`src/rtl/wb_uart.sv`:
```
// wb_uart: Wishbone B4 classic slave 8N1 UART with TX FIFO, one-byte RX holding register and level irq.
module wb_uart #(
  parameter int WB_DATA_WIDTH = 32,
  parameter int WB_ADDR_WIDTH = 32,
  parameter int WB_SEL_WIDTH = 4,
  parameter int TX_FIFO_DEPTH = 8,
  parameter logic [15:0] DIV_RESET = 16'd434
) (
  input  logic                     clk_i,
  input  logic                     rst_i,
  input  logic [WB_ADDR_WIDTH-1:0] wb_addr_i,
  input  logic [WB_DATA_WIDTH-1:0] wb_data_i,
  input  logic                     wb_we_i,
  input  logic [WB_SEL_WIDTH-1:0]  wb_sel_i,
  input  logic                     wb_stb_i,
  input  logic                     wb_cyc_i,
  output logic                     wb_ack_o,
  output logic [WB_DATA_WIDTH-1:0] wb_data_o,
  output logic                     tx_o,
  input  logic                     rx_i,
  output logic                     irq_o
);
  localparam int AW = $clog2(TX_FIFO_DEPTH);
  typedef enum logic [1:0] {IDLE, START, DATA, STOP} state_t;
  logic req, wr, rd, push, pop, full, empty, tx_empty, rd_data, rd_status;
  logic [1:0] a, irq_en;
  logic [15:0] div, div_eff;
  logic [31:0] rdata;
  logic [AW:0] wp, rp;
  logic [7:0] mem [TX_FIFO_DEPTH];
  state_t ts, ts_n, rs, rs_n;
  logic [15:0] tcnt, tdiv, rcnt, rdiv;
  logic [2:0] tbit, rbit;
  logic [7:0] tsh, rsh, rx_byte;
  logic s1, s2, rx_d, fall, rx_done, frame_set, rx_valid, overrun, frame_err;
  logic unused;
  assign unused = ^{wb_addr_i[WB_ADDR_WIDTH-1:4], wb_addr_i[1:0], wb_data_i[WB_DATA_WIDTH-1:16], wb_sel_i[WB_SEL_WIDTH-1:2]};
  assign a = wb_addr_i[3:2];
  assign req = wb_stb_i & wb_cyc_i & ~wb_ack_o;
  assign wr = req & wb_we_i & wb_sel_i[0];
  assign rd = req & ~wb_we_i;
  assign rd_data = rd & (a == 2'd0);
  assign rd_status = rd & (a == 2'd1);
  assign div_eff = div < 16'd2 ? 16'd2 : div;
  assign empty = wp == rp;
  assign full = (wp[AW] != rp[AW]) && (wp[AW-1:0] == rp[AW-1:0]);
  assign tx_empty = empty & (ts == IDLE);
  assign pop = ~empty & ((ts == IDLE) | ((ts == STOP) & (tcnt == 16'd0)));
  // A pop in the same cycle frees the slot the push lands in, so a full FIFO still accepts it.
  assign push = wr & (a == 2'd0) & (~full | pop);
  assign rdata = a == 2'd0 ? {24'b0, rx_byte} :
                 a == 2'd1 ? {27'b0, frame_err, overrun, rx_valid, tx_empty, full} :
                 a == 2'd2 ? {16'b0, div} : {30'b0, irq_en};
  always_ff @(posedge clk_i or negedge rst_i)
    if (!rst_i) begin
      wb_ack_o <= 1'b0;
      wb_data_o <= '0;
      div <= DIV_RESET;
      irq_en <= 2'b0;
      irq_o <= 1'b0;
    end else begin
      wb_ack_o <= req;
      wb_data_o <= rd ? rdata : '0;
      if (wr && a == 2'd2) div[7:0] <= wb_data_i[7:0];
      if (wr && a == 2'd2 && wb_sel_i[1]) div[15:8] <= wb_data_i[15:8];
      if (wr && a == 2'd3) irq_en <= wb_data_i[1:0];
      irq_o <= (irq_en[0] & rx_valid) | (irq_en[1] & tx_empty);
    end
  always_ff @(posedge clk_i)
    if (push) mem[wp[AW-1:0]] <= wb_data_i[7:0];
  always_ff @(posedge clk_i or negedge rst_i)
    if (!rst_i) begin
      wp <= '0;
      rp <= '0;
    end else begin
      if (push) wp <= wp + {{AW{1'b0}}, 1'b1};
      if (pop) rp <= rp + {{AW{1'b0}}, 1'b1};
    end
  always_comb
    ts_n = pop ? START : tcnt != 16'd0 ? ts : ts == START ? DATA :
           ts == DATA ? (tbit == 3'd7 ? STOP : DATA) : ts == STOP ? IDLE : ts;
  // The divisor is latched at frame start so a DIV write never stretches a frame in flight.
  always_ff @(posedge clk_i or negedge rst_i)
    if (!rst_i) begin
      ts <= IDLE;
      tcnt <= '0;
      tdiv <= 16'd2;
      tbit <= '0;
      tsh <= '0;
    end else begin
      ts <= ts_n;
      if (pop) begin
        tsh <= mem[rp[AW-1:0]];
        tdiv <= div_eff;
        tcnt <= div_eff - 16'd1;
        tbit <= '0;
      end else if (ts != IDLE) begin
        tcnt <= tcnt == 16'd0 ? tdiv - 16'd1 : tcnt - 16'd1;
        if (tcnt == 16'd0 && ts == DATA) begin
          tsh <= tsh >> 1;
          tbit <= tbit + 3'd1;
        end
      end
    end
  assign tx_o = ts == START ? 1'b0 : ts == DATA ? tsh[0] : 1'b1;
  assign fall = rx_d & ~s2;
  assign rx_done = (rs == STOP) & (rcnt == 16'd0) & s2;
  assign frame_set = (rs == STOP) & (rcnt == 16'd0) & ~s2;
  always_comb
    rs_n = rs == IDLE ? (fall ? START : IDLE) : rcnt != 16'd0 ? rs :
           rs == START ? (s2 ? IDLE : DATA) : rs == DATA ? (rbit == 3'd7 ? STOP : DATA) : IDLE;
  always_ff @(posedge clk_i or negedge rst_i)
    if (!rst_i) begin
      s1 <= 1'b1;
      s2 <= 1'b1;
      rx_d <= 1'b1;
      rs <= IDLE;
      rcnt <= '0;
      rdiv <= 16'd2;
      rbit <= '0;
      rsh <= '0;
    end else begin
      s1 <= rx_i;
      s2 <= s1;
      rx_d <= s2;
      rs <= rs_n;
      if (rs == IDLE && fall) begin
        rdiv <= div_eff;
        rcnt <= (div_eff >> 1) - 16'd1;
      end else if (rs != IDLE) begin
        rcnt <= rcnt == 16'd0 ? rdiv - 16'd1 : rcnt - 16'd1;
        if (rcnt == 16'd0 && rs == START) rbit <= '0;
        if (rcnt == 16'd0 && rs == DATA) begin
          rsh <= {s2, rsh[7:1]};
          rbit <= rbit + 3'd1;
        end
      end
    end
  // A DATA read coinciding with a completing byte returns the old byte and loads the new one.
  always_ff @(posedge clk_i or negedge rst_i)
    if (!rst_i) begin
      rx_byte <= '0;
      rx_valid <= 1'b0;
      overrun <= 1'b0;
      frame_err <= 1'b0;
    end else begin
      if (rx_done && (!rx_valid || rd_data)) rx_byte <= rsh;
      rx_valid <= (rx_done & (~rx_valid | rd_data)) ? 1'b1 : rd_data ? 1'b0 : rx_valid;
      overrun <= (rx_done & rx_valid & ~rd_data) ? 1'b1 : rd_status ? 1'b0 : overrun;
      frame_err <= frame_set ? 1'b1 : rd_status ? 1'b0 : frame_err;
    end
endmodule
```
`config.mk`:
```
export PLATFORM = sky130hd
export DESIGN_NAME = wb_uart
export DESIGN_NICKNAME = d
export VERILOG_FILES = /design/src/rtl/wb_uart.sv
export SDC_FILE = /design/constraint.sdc
export NUM_CORES = 1
export LEC_CHECK = 0
export ABC_CLOCK_PERIOD_IN_PS = 5900
export CAP_MARGIN = 10
export CORE_ASPECT_RATIO = 1.1
export CORE_MARGIN = 2
export CORE_UTILIZATION = 63
export CTS_BUF_LIST = sky130_fd_sc_hd__clkbuf_2 sky130_fd_sc_hd__clkbuf_4 sky130_fd_sc_hd__clkbuf_8
export DETAILED_ROUTE_END_ITERATION = 8
export HOLD_SLACK_MARGIN = 0.02
export PLACE_DENSITY = 0.94
export SYNTH_ARGS = -nofsm -noshare
export SYNTH_HDL_FRONTEND = slang
export SYNTH_SLANG_ARGS = --single-unit
```
`constraint.sdc`:
```
create_clock -name clk_i -period 5.9 [get_ports clk_i]
set_input_delay 1.475 -clock clk_i [delete_from_list [all_inputs] [get_ports clk_i]]
set_output_delay 1.475 -clock clk_i [all_outputs]
set_load 0.005 [all_outputs]
```
==> metrics.md, run 1 <==
| Metric | Value |
|---|---|
| Clock sink count | 212 |
| VDD IR max | 0.3048 mV |
| Final Power | 4658 uW |
| WL/cell | 20.14 um |
| Hold Vio Cnt, Final | 0 |
| Area growth syn-to-layout | 12.04% |
| Post-Syn Area | 0.01006 mm2 |
| Status | complete, no violations |
| Die height | 136.5 um |
| Max Transition Viols Final | 0 |
| CORE AREA | 0.01568 mm2 |
| Clk slew on worst S/H paths | 60 ps |
| Clk root buf | clkbuf_8 |
| Commonest cells in the synthesized netlist | nand2_1 (144), dfrtp_1 (138), nor2_1 (67) |
| Share of the synthesized area in the top cell type | 0.3433 |
| Initial cell density of the core | 0.6417 |
| WL final | 23.48 mm |
| Post-DRT Antenna Nets | 0 |
| Setup crit start kind | flop |
| Clock power frac | 0.269 |
| Vias in the first global route | 7528 |
| Nets | 1028 |
| Internal | 3010 uW |
| Setup violations, final | 0 |
| DR vias | 7423 |
| Final Instance Area | 0.01127 mm2 |
| DR pass1 iterations | 7 |
| Largest net degree at the start of global routing | 102 |
| Data required, critical path | 6260 ps |
| Hold buffers post-CTS | 0 |
| Detail Route met3 WL | 1.869 mm |
| Iter 0 DRT Violations | 717 |
| Worst Path Arrival | 4820 ps |
| Antenna diodes | 0 |
| Antenna violations before repair | 0 |
| Pwr dens | 413.3 mW/mm2 |
| Max clock buf depth | 3 |
| Net Switching | 1647 uW |
| Tot GR Track Use | 0.2812 |
| RSZ-0062 raised after global routing | no |
| Sw frac | 0.3537 |
| Setup Crit Path Kind | reg2reg |
| Post-synthesis cell type count | 69 |
| Ys Warns | 0 |
| Critical Path Sink Type | flop |
| First-pass GRT wire length | 38.02 mm |
| Final min period | 4463 ps |
| Skew final | 19.81 ps |
| Max FO, Critical Path | 20 |
| Sequential power share | 0.447 |
| Hold Worst Slack | 357.8 ps |
| # port buffers | 44 |
| DP Area | 0.01059 mm2 |
| Total gr overflow | 0 |
| Max Freq | 0.2240 GHz |
| Synth area leader | dfrtp_1 |
| Row Count | 48 |
| M1 WL | 9.178 mm |
| Post-CTS Setup Bufs | 0 |
| Least-Margin Pin Slew | 1015 ps |
| Vias/cell | 6.366 |
| Die ar. | 0.01699 mm2 |
| GPL Wtd Cong | 0.9234 |
| Part of the cycle the worst path needs | 0.7565 |
| DRC errors left | 0 |
| FFs w/ async S/R, synth | 0.6981 |
| DR top layer | met4 |
| # IOs | 109 |
| Number of synthesized flops with an enable pin | 64 |
| Layout cells sized above 1 | 0.1449 |
| Max Cap Viol | 0 |
| Top-count cell post-synth | nand2_1 |
| Mapped Cells | 894 |
| Combinational Power Share | 0.284 |
| Setup TNS | 0 ps |
| Static leakage | 0.004755 uW |
| Register bit total from synthesis | 212 |
| Mean Syn Cell Area | 11.25 um2 |
| Top cells by area, synth | dfrtp_1 (34%), edfxtp_1 (19%), nand2_1 (5.4%), mux2_2 (4.0%), o21ai_0 (2.8%) |
| Max-Slew Margin vs Limit | 0.3209 |
| TritonCTS buffer count | 35 |
| H-tree depth | 2 |
| Routed wl met2 | 11.55 mm |
| Later-pin clock latency in the skew report | 530 ps |
| Sequential share of the synthesized area | 0.5605 |
| Die W | 124.5 um |
| Worst hold path class | reg2reg |
| Cts repair resizes | 0 |
| Dpl hpwl | 14.96 mm |
| Synth Flop Type | dfrtp_1 |
| CTS tree | done |
## per-stage QoR
stage                     utilization  setup WS, ps  instances
after floorplan                     -          2251        909
after global placement         0.6758          1455       1105
after detailed placement       0.6758          1245       1105
after CTS                      0.7190          1558       1166
after global routing           0.7190          1180       1166
final                          0.7190          1437       1166
## flip-flops by register name, indices dropped and copies added, names as in the netlist, 2 cells and up
register,cells
rs,2
tcnt,16
wp,4
tbit,3
rcnt,16
div,16
irq_en,2
tsh,8
rdiv,16
rbit,3
rx_byte,8
mem,64
tdiv,16
rsh,8
ts,2
wb_data_o,16
rp,4
## cell usage in the layout, fill, tap and decap left out, types with 9 or more instances in the layout
cell type        count
a21oi_1             45
and2_1              13
buf_4               14
clkbuf_4            11
clkbuf_8            39
clkdlybuf4s50_1     43
conb_1              16
dfrtp_1            138
dfstp_2             10
edfxtp_1            64
ha_1                12
inv_1                9
mux2_2              36
mux2i_1             18
mux4_2              11
nand2_1            144
nand3_1             16
nor2_1              67
nor3_1              21
nor4_1              14
o21ai_0             57
xnor2_1             15
xor2_1              11
## path summary, 6_finish.rpt
kind | start | end | slack [ps] | depth (start not counted)
setup / recovery | rp[1] | tcnt[14] | 1440 | 12
hold / removal | s1 | s2 | 360 | 0
setup reg to reg | rp[1] | tcnt[14] | 1440 | 12
hold reg to reg | s1 | s2 | 360 | 0
max in group asynchronous | rst_i | tdiv[6] | 3670 | 2
min in group asynchronous | rst_i | tdiv[15] | 1070 | 1
## routing by layer
metal | track usage | vias up
met5 | 0 | -
met4 | 0.1367 | 0
met3 | 0.05356 | 102
met2 | 0.4733 | 395
met1 | 0.3561 | 3625
li1 | - | 3301
## power groups by stage
| stage | sequential [uW] | clock (uW) | combinational [uW] |
|---|---|---|---|
| 6_report | 2080 | 1250 | 1320 |
| 5_1_grt | 2100 | 1320 | 1450 |
| 4_1_cts | 2070 | 1260 | 1300 |
| 3_5_place_dp | 2080 | 0 | 1270 |
| 3_3_place_gp | 2070 | 0 | 1210 |
| 2_1_floorplan | 1950 | 0 | 1060 |
## critical path, stage by stage (launching register included)
cell      delay [ps]
dfrtp_1          950
xor2_2           290
o41ai_4          820
nor2_1           160
buf_4            220
a211o_1          270
nand2_1           80
ha_1             280
o221ai_1         200
nor4_1           480
nand4_1          220
xnor2_1          200
o21ai_0          110
## cell families (layout without fill, tap and decap cells)
kind of cell               after synthesis  after routing  share of synthesized area
AOI/OAI and AO/OA                      176            176                     0.1126
muxes                                   72             72                     0.1011
buffers and inverters                   71            128                    0.03558
DFF                                    212            212                     0.5605
and+or+nand+nor                        321            321                     0.1463
adders and majority gates               12             12                    0.01493
xor gates and xnor gates                29             29                    0.02861
other                                    1             16                  0.0003728
## final cells by class
| class | instances | area [um2] |
|---|---|---|
| clock inverter | 11 | 56.30 |
| inverter | 9 | 33.78 |
| tap | 200 | 250.2 |
| sequential | 212 | 5638 |
| clock buffer | 50 | 619.3 |
| fill | 972 | 4405 |
| multi-input combinational | 626 | 4125 |
| timing repair buffer | 58 | 546.8 |
No activity file was read; power rests on OpenSTA's default activity.
==> run 2: changes to the inputs <==
==> config.mk (replaced) <==
export PLATFORM = sky130hd
export DESIGN_NAME = wb_uart
export DESIGN_NICKNAME = d
export VERILOG_FILES = /design/src/rtl/wb_uart.sv
export SDC_FILE = /design/constraint.sdc
export NUM_CORES = 1
export LEC_CHECK = 0
export ABC_CLOCK_PERIOD_IN_PS = 4500
export CAP_MARGIN = 10
export CORE_ASPECT_RATIO = 1.1
export CORE_MARGIN = 2
export CORE_UTILIZATION = 59
export CTS_BUF_LIST = sky130_fd_sc_hd__clkbuf_2 sky130_fd_sc_hd__clkbuf_4 sky130_fd_sc_hd__clkbuf_8
export DETAILED_ROUTE_END_ITERATION = 8
export HOLD_SLACK_MARGIN = 0.02
export PLACE_DENSITY = 0.89
export SYNTH_ARGS = -nofsm -noshare
export SYNTH_HDL_FRONTEND = slang
export SYNTH_SLANG_ARGS = --single-unit
==> constraint.sdc (replaced) <==
create_clock -name clk_i -period 4.5 [get_ports clk_i]
set_input_delay 1.125 -clock clk_i [delete_from_list [all_inputs] [get_ports clk_i]]
set_output_delay 1.125 -clock clk_i [all_outputs]
set_load 0.005 [all_outputs]
==> metrics.md, run 2 (same netlist as run 1, synthesis figures left out) <==
| Metric | Value |
|---|---|
| Worst hold path class | reg2reg |
| Worst Path Buf+Inv | 0 (-1) |
| Sw frac | 0.3491 (-0.004576) |
| Setup crit start kind | flop |
| Max Cap Viol | 0 (unchanged) |
| Final min period | 3911 ps (-552.3 ps) |
| Most common cell after layout, fill and taps aside | nand2_1 |
| Post-DRT Antenna Nets | 0 (unchanged) |
| DR vias | 7306 (-1.6%) |
| Crit-path max cell delay | 780 ps (-170 ps) |
| Die W | 128.5 um (+3.2%) |
| Clock sink count | 212 (unchanged) |
| Critical Path Sink Type | flop |
| CORE AREA | 0.01683 mm2 (+7.4%) |
| Area of the multi-input gates | 0.004125 mm2 (unchanged) |
| Combinational Power Share | 0.287 (+0.003) |
| Area growth syn-to-layout | 13.61% |
| Row Count | 50 (+4.2%) |
| Max-Slew Margin vs Limit | 0.4283 (+0.1075) |
| DRC errors left | 0 (unchanged) |
| Layout cells sized above 1 | 0.1611 (+0.01613) |
| Net Switching | 2148 uW (+30%) |
| Flip-flop count of the largest register after layout | 64 (unchanged) |
| Fill cell count | 1127 (+16%) |
| Max Transition Viols Final | 0 (unchanged) |
| Tot GR Track Use | 0.2580 (-0.02313) |
| H-tree depth | 2 (unchanged) |
| First-pass GRT wire length | 36.87 mm (-3.0%) |
| Worst Path Arrival | 4260 ps (-560 ps) |
| VDD IR max | 0.3780 mV (+24%) |
| Max Freq | 0.2557 GHz (+14%) |
| Clk slew on worst S/H paths | 60 ps (about the same) |
| Skew final | 32.43 ps (+12.61 ps) |
| # port buffers | 44 (unchanged) |
| Die height | 140.9 um (+3.2%) |
| GPL Wtd Cong | 0.9344 (+1.2%) |
| Internal | 4006 uW (+33%) |
| Setup Crit Path Kind | reg2reg |
| Setup violations, final | 0 (unchanged) |
| Flip-flop and latch area | 0.005638 mm2 (unchanged) |
| Cts repair resizes | 0 (unchanged) |
| Antenna diodes | 0 (unchanged) |
| Post-CTS Setup Bufs | 0 (unchanged) |
| Part of the cycle the worst path needs | 0.8692 (+0.1126) |
| Data required, critical path | 4850 ps (-1410 ps) |
| Clk root buf | clkbuf_8 |
| Later-pin clock latency in the skew report | 540 ps (about the same) |
| Nets | 1040 (+1.2%) |
| Max FO, Critical Path | 11 (-45%) |
| CTS tree | done |
| Cell Chain, Critical Path | xor2_4 -> o41ai_4 -> nor2_1 -> a211o_1 -> nand2_1 -> ha_1 -> o221ai_1 -> nor4_1 -> nand4_1 -> xnor2_1 -> o21ai_0 |
| Final Core Density | 0.6790 (-0.03992) |
| WL/cell | 18.99 um (-5.7%) |
| Setup TNS | 0 ps (unchanged) |
| Hold buffers post-CTS | 0 (unchanged) |
| Commonest non-fill, non-tap cells in the layout | nand2_1 (144), dfrtp_1 (138), nor2_1 (67) |
| CP max-delay cell | o41ai_4 |
| CP Depth | 11 (-1) |
| Die ar. | 0.01811 mm2 (+6.6%) |
| Antenna violations before repair | 0 (unchanged) |
| DR pass1 iterations | 6 (-1) |
| Largest net degree at the start of global routing | 95 (-6.9%) |
| Pwr dens | 538.6 mW/mm2 (+30%) |
| Sequential power share | 0.436 (-0.011) |
| WL final | 22.58 mm (-3.9%) |
| Clock power frac | 0.277 (+0.008) |
| Vias/cell | 6.145 (-3.5%) |
| Dpl hpwl | 14.67 mm (-1.9%) |
| Max clock buf depth | 3 (unchanged) |
| Initial cell density of the core | 0.5977 (-0.04399) |
| Iter 0 DRT Violations | 639 (-11%) |
| TritonCTS buffer count | 36 (+2.9%) |
| Delay-heaviest family, CP | compound AO/OA/AOI/OAI gates |
| Static leakage | 0.004853 uW (+2.1%) |
| Total gr overflow | 0 (unchanged) |
| RSZ-0062 raised after global routing | no |
| Worst r2r path cells | 11 (-1) |
| Status | complete, no violations |
| Hold Vio Cnt, Final | 0 (unchanged) |
| Hold depth | 0 (unchanged) |
| Least-Margin Pin Slew | 857.5 ps (-157.5 ps) |
| Vias in the first global route | 7319 (-2.8%) |
| # IOs | 109 (unchanged) |
## run 2: cell types whose count changed in the layout (fill, tap and decap cells not counted)
cell and change:
clkinvlp_4 -1, clkbuf_8 +3, clkinv_2 +6, buf_4 +10, inv_8 -1, clkinv_1 -3, inv_6 +1, clkinv_4 +1
clkbuf_4 -3, buf_12 +1, clkinv_8 +1
## run 2: final cells by class
cell class | count | share of cell area
Clock buffer | 50 | 0.05584
Clock inverter | 15 | 0.007884
Inverter | 9 | 0.002956
Multi-Input combinational cell | 626 | 0.3610
Sequential cell | 212 | 0.4934
Tap cell | 208 | 0.02277
Timing Repair Buffer | 69 | 0.05617
## run 2: final timing paths
| check | startpoint | to | slack (ps) |
|---|---|---|---|
| worst max-delay path | wp[0] | tcnt[14] | 590 |
| worst min-delay path | s1 | s2 | 360 |
| worst max register to register | wp[0] | tcnt[14] | 590 |
| worst min register to register | s1 | s2 | 360 |
| max in group asynchronous | rst_i | s2 | 2970 |
| min in group asynchronous | rst_i | div[15] | 690 |
## run 2: per-layer routing
layer / wire, um / share of wire / GRT usage / vias up
met5: 0 / 0 / 0 / -
met4: 832 / 0.037 / 0.1213 / 0
met3: 1666 / 0.074 / 0.04820 / 79
met2: 10940 / 0.48 / 0.4079 / 379
met1: 9142 / 0.40 / 0.3498 / 3527
li1: - / - / - / 3321
## run 2: worst reg2reg max path: cells and delay by family, from the launching register on
kind	cells	cell delay (ps)
AO/OA/AOI/OAI	4	1400
AND/OR/NAND/NOR	4	1050
flip-flops	1	670
XOR/XNOR	2	350
adder cells (fa/ha/maj)	1	250
## run 2: power groups by stage
stage	sequential, uW	combinational (uW)	clock [uW]
after floorplan	2550	1400	0
after global placement	2670	1640	0
after detailed placement	2690	1720	0
after CTS	2670	1740	1740
after global routing	2720	1950	1830
final	2680	1760	1710
## run 2: metrics by stage
stage | power (uW) | instances | hold WS (ps) | instance area, um2 | worst slack (ps)
2_1_floorplan | 3946 | 909 | 345.2 | 10110 | 1129
3_3_place_gp | 4318 | 1124 | 345.7 | 10700 | 738.9
3_5_place_dp | 4413 | 1124 | 357.9 | 10700 | 627.1
4_1_cts | 6151 | 1189 | 361.7 | 11430 | 690.7
5_1_grt | 6497 | 1189 | 361.3 | 11430 | 395.6
6_report | 6154 | 1189 | 362.8 | 11430 | 588.8
==> run 3: changes to the inputs <==
--- a/config.mk
+++ b/config.mk
@@ -12,6 +12,7 @@
 export CORE_UTILIZATION = 59
 export CTS_BUF_LIST = sky130_fd_sc_hd__clkbuf_2 sky130_fd_sc_hd__clkbuf_4 sky130_fd_sc_hd__clkbuf_8
 export DETAILED_ROUTE_END_ITERATION = 8
+export GPL_ROUTABILITY_DRIVEN = 0
 export HOLD_SLACK_MARGIN = 0.02
 export PLACE_DENSITY = 0.89
 export SYNTH_ARGS = -nofsm -noshare
==> results of run 3 <==
Same layout as run 2: the final DEF is identical, and so are final timing and power.
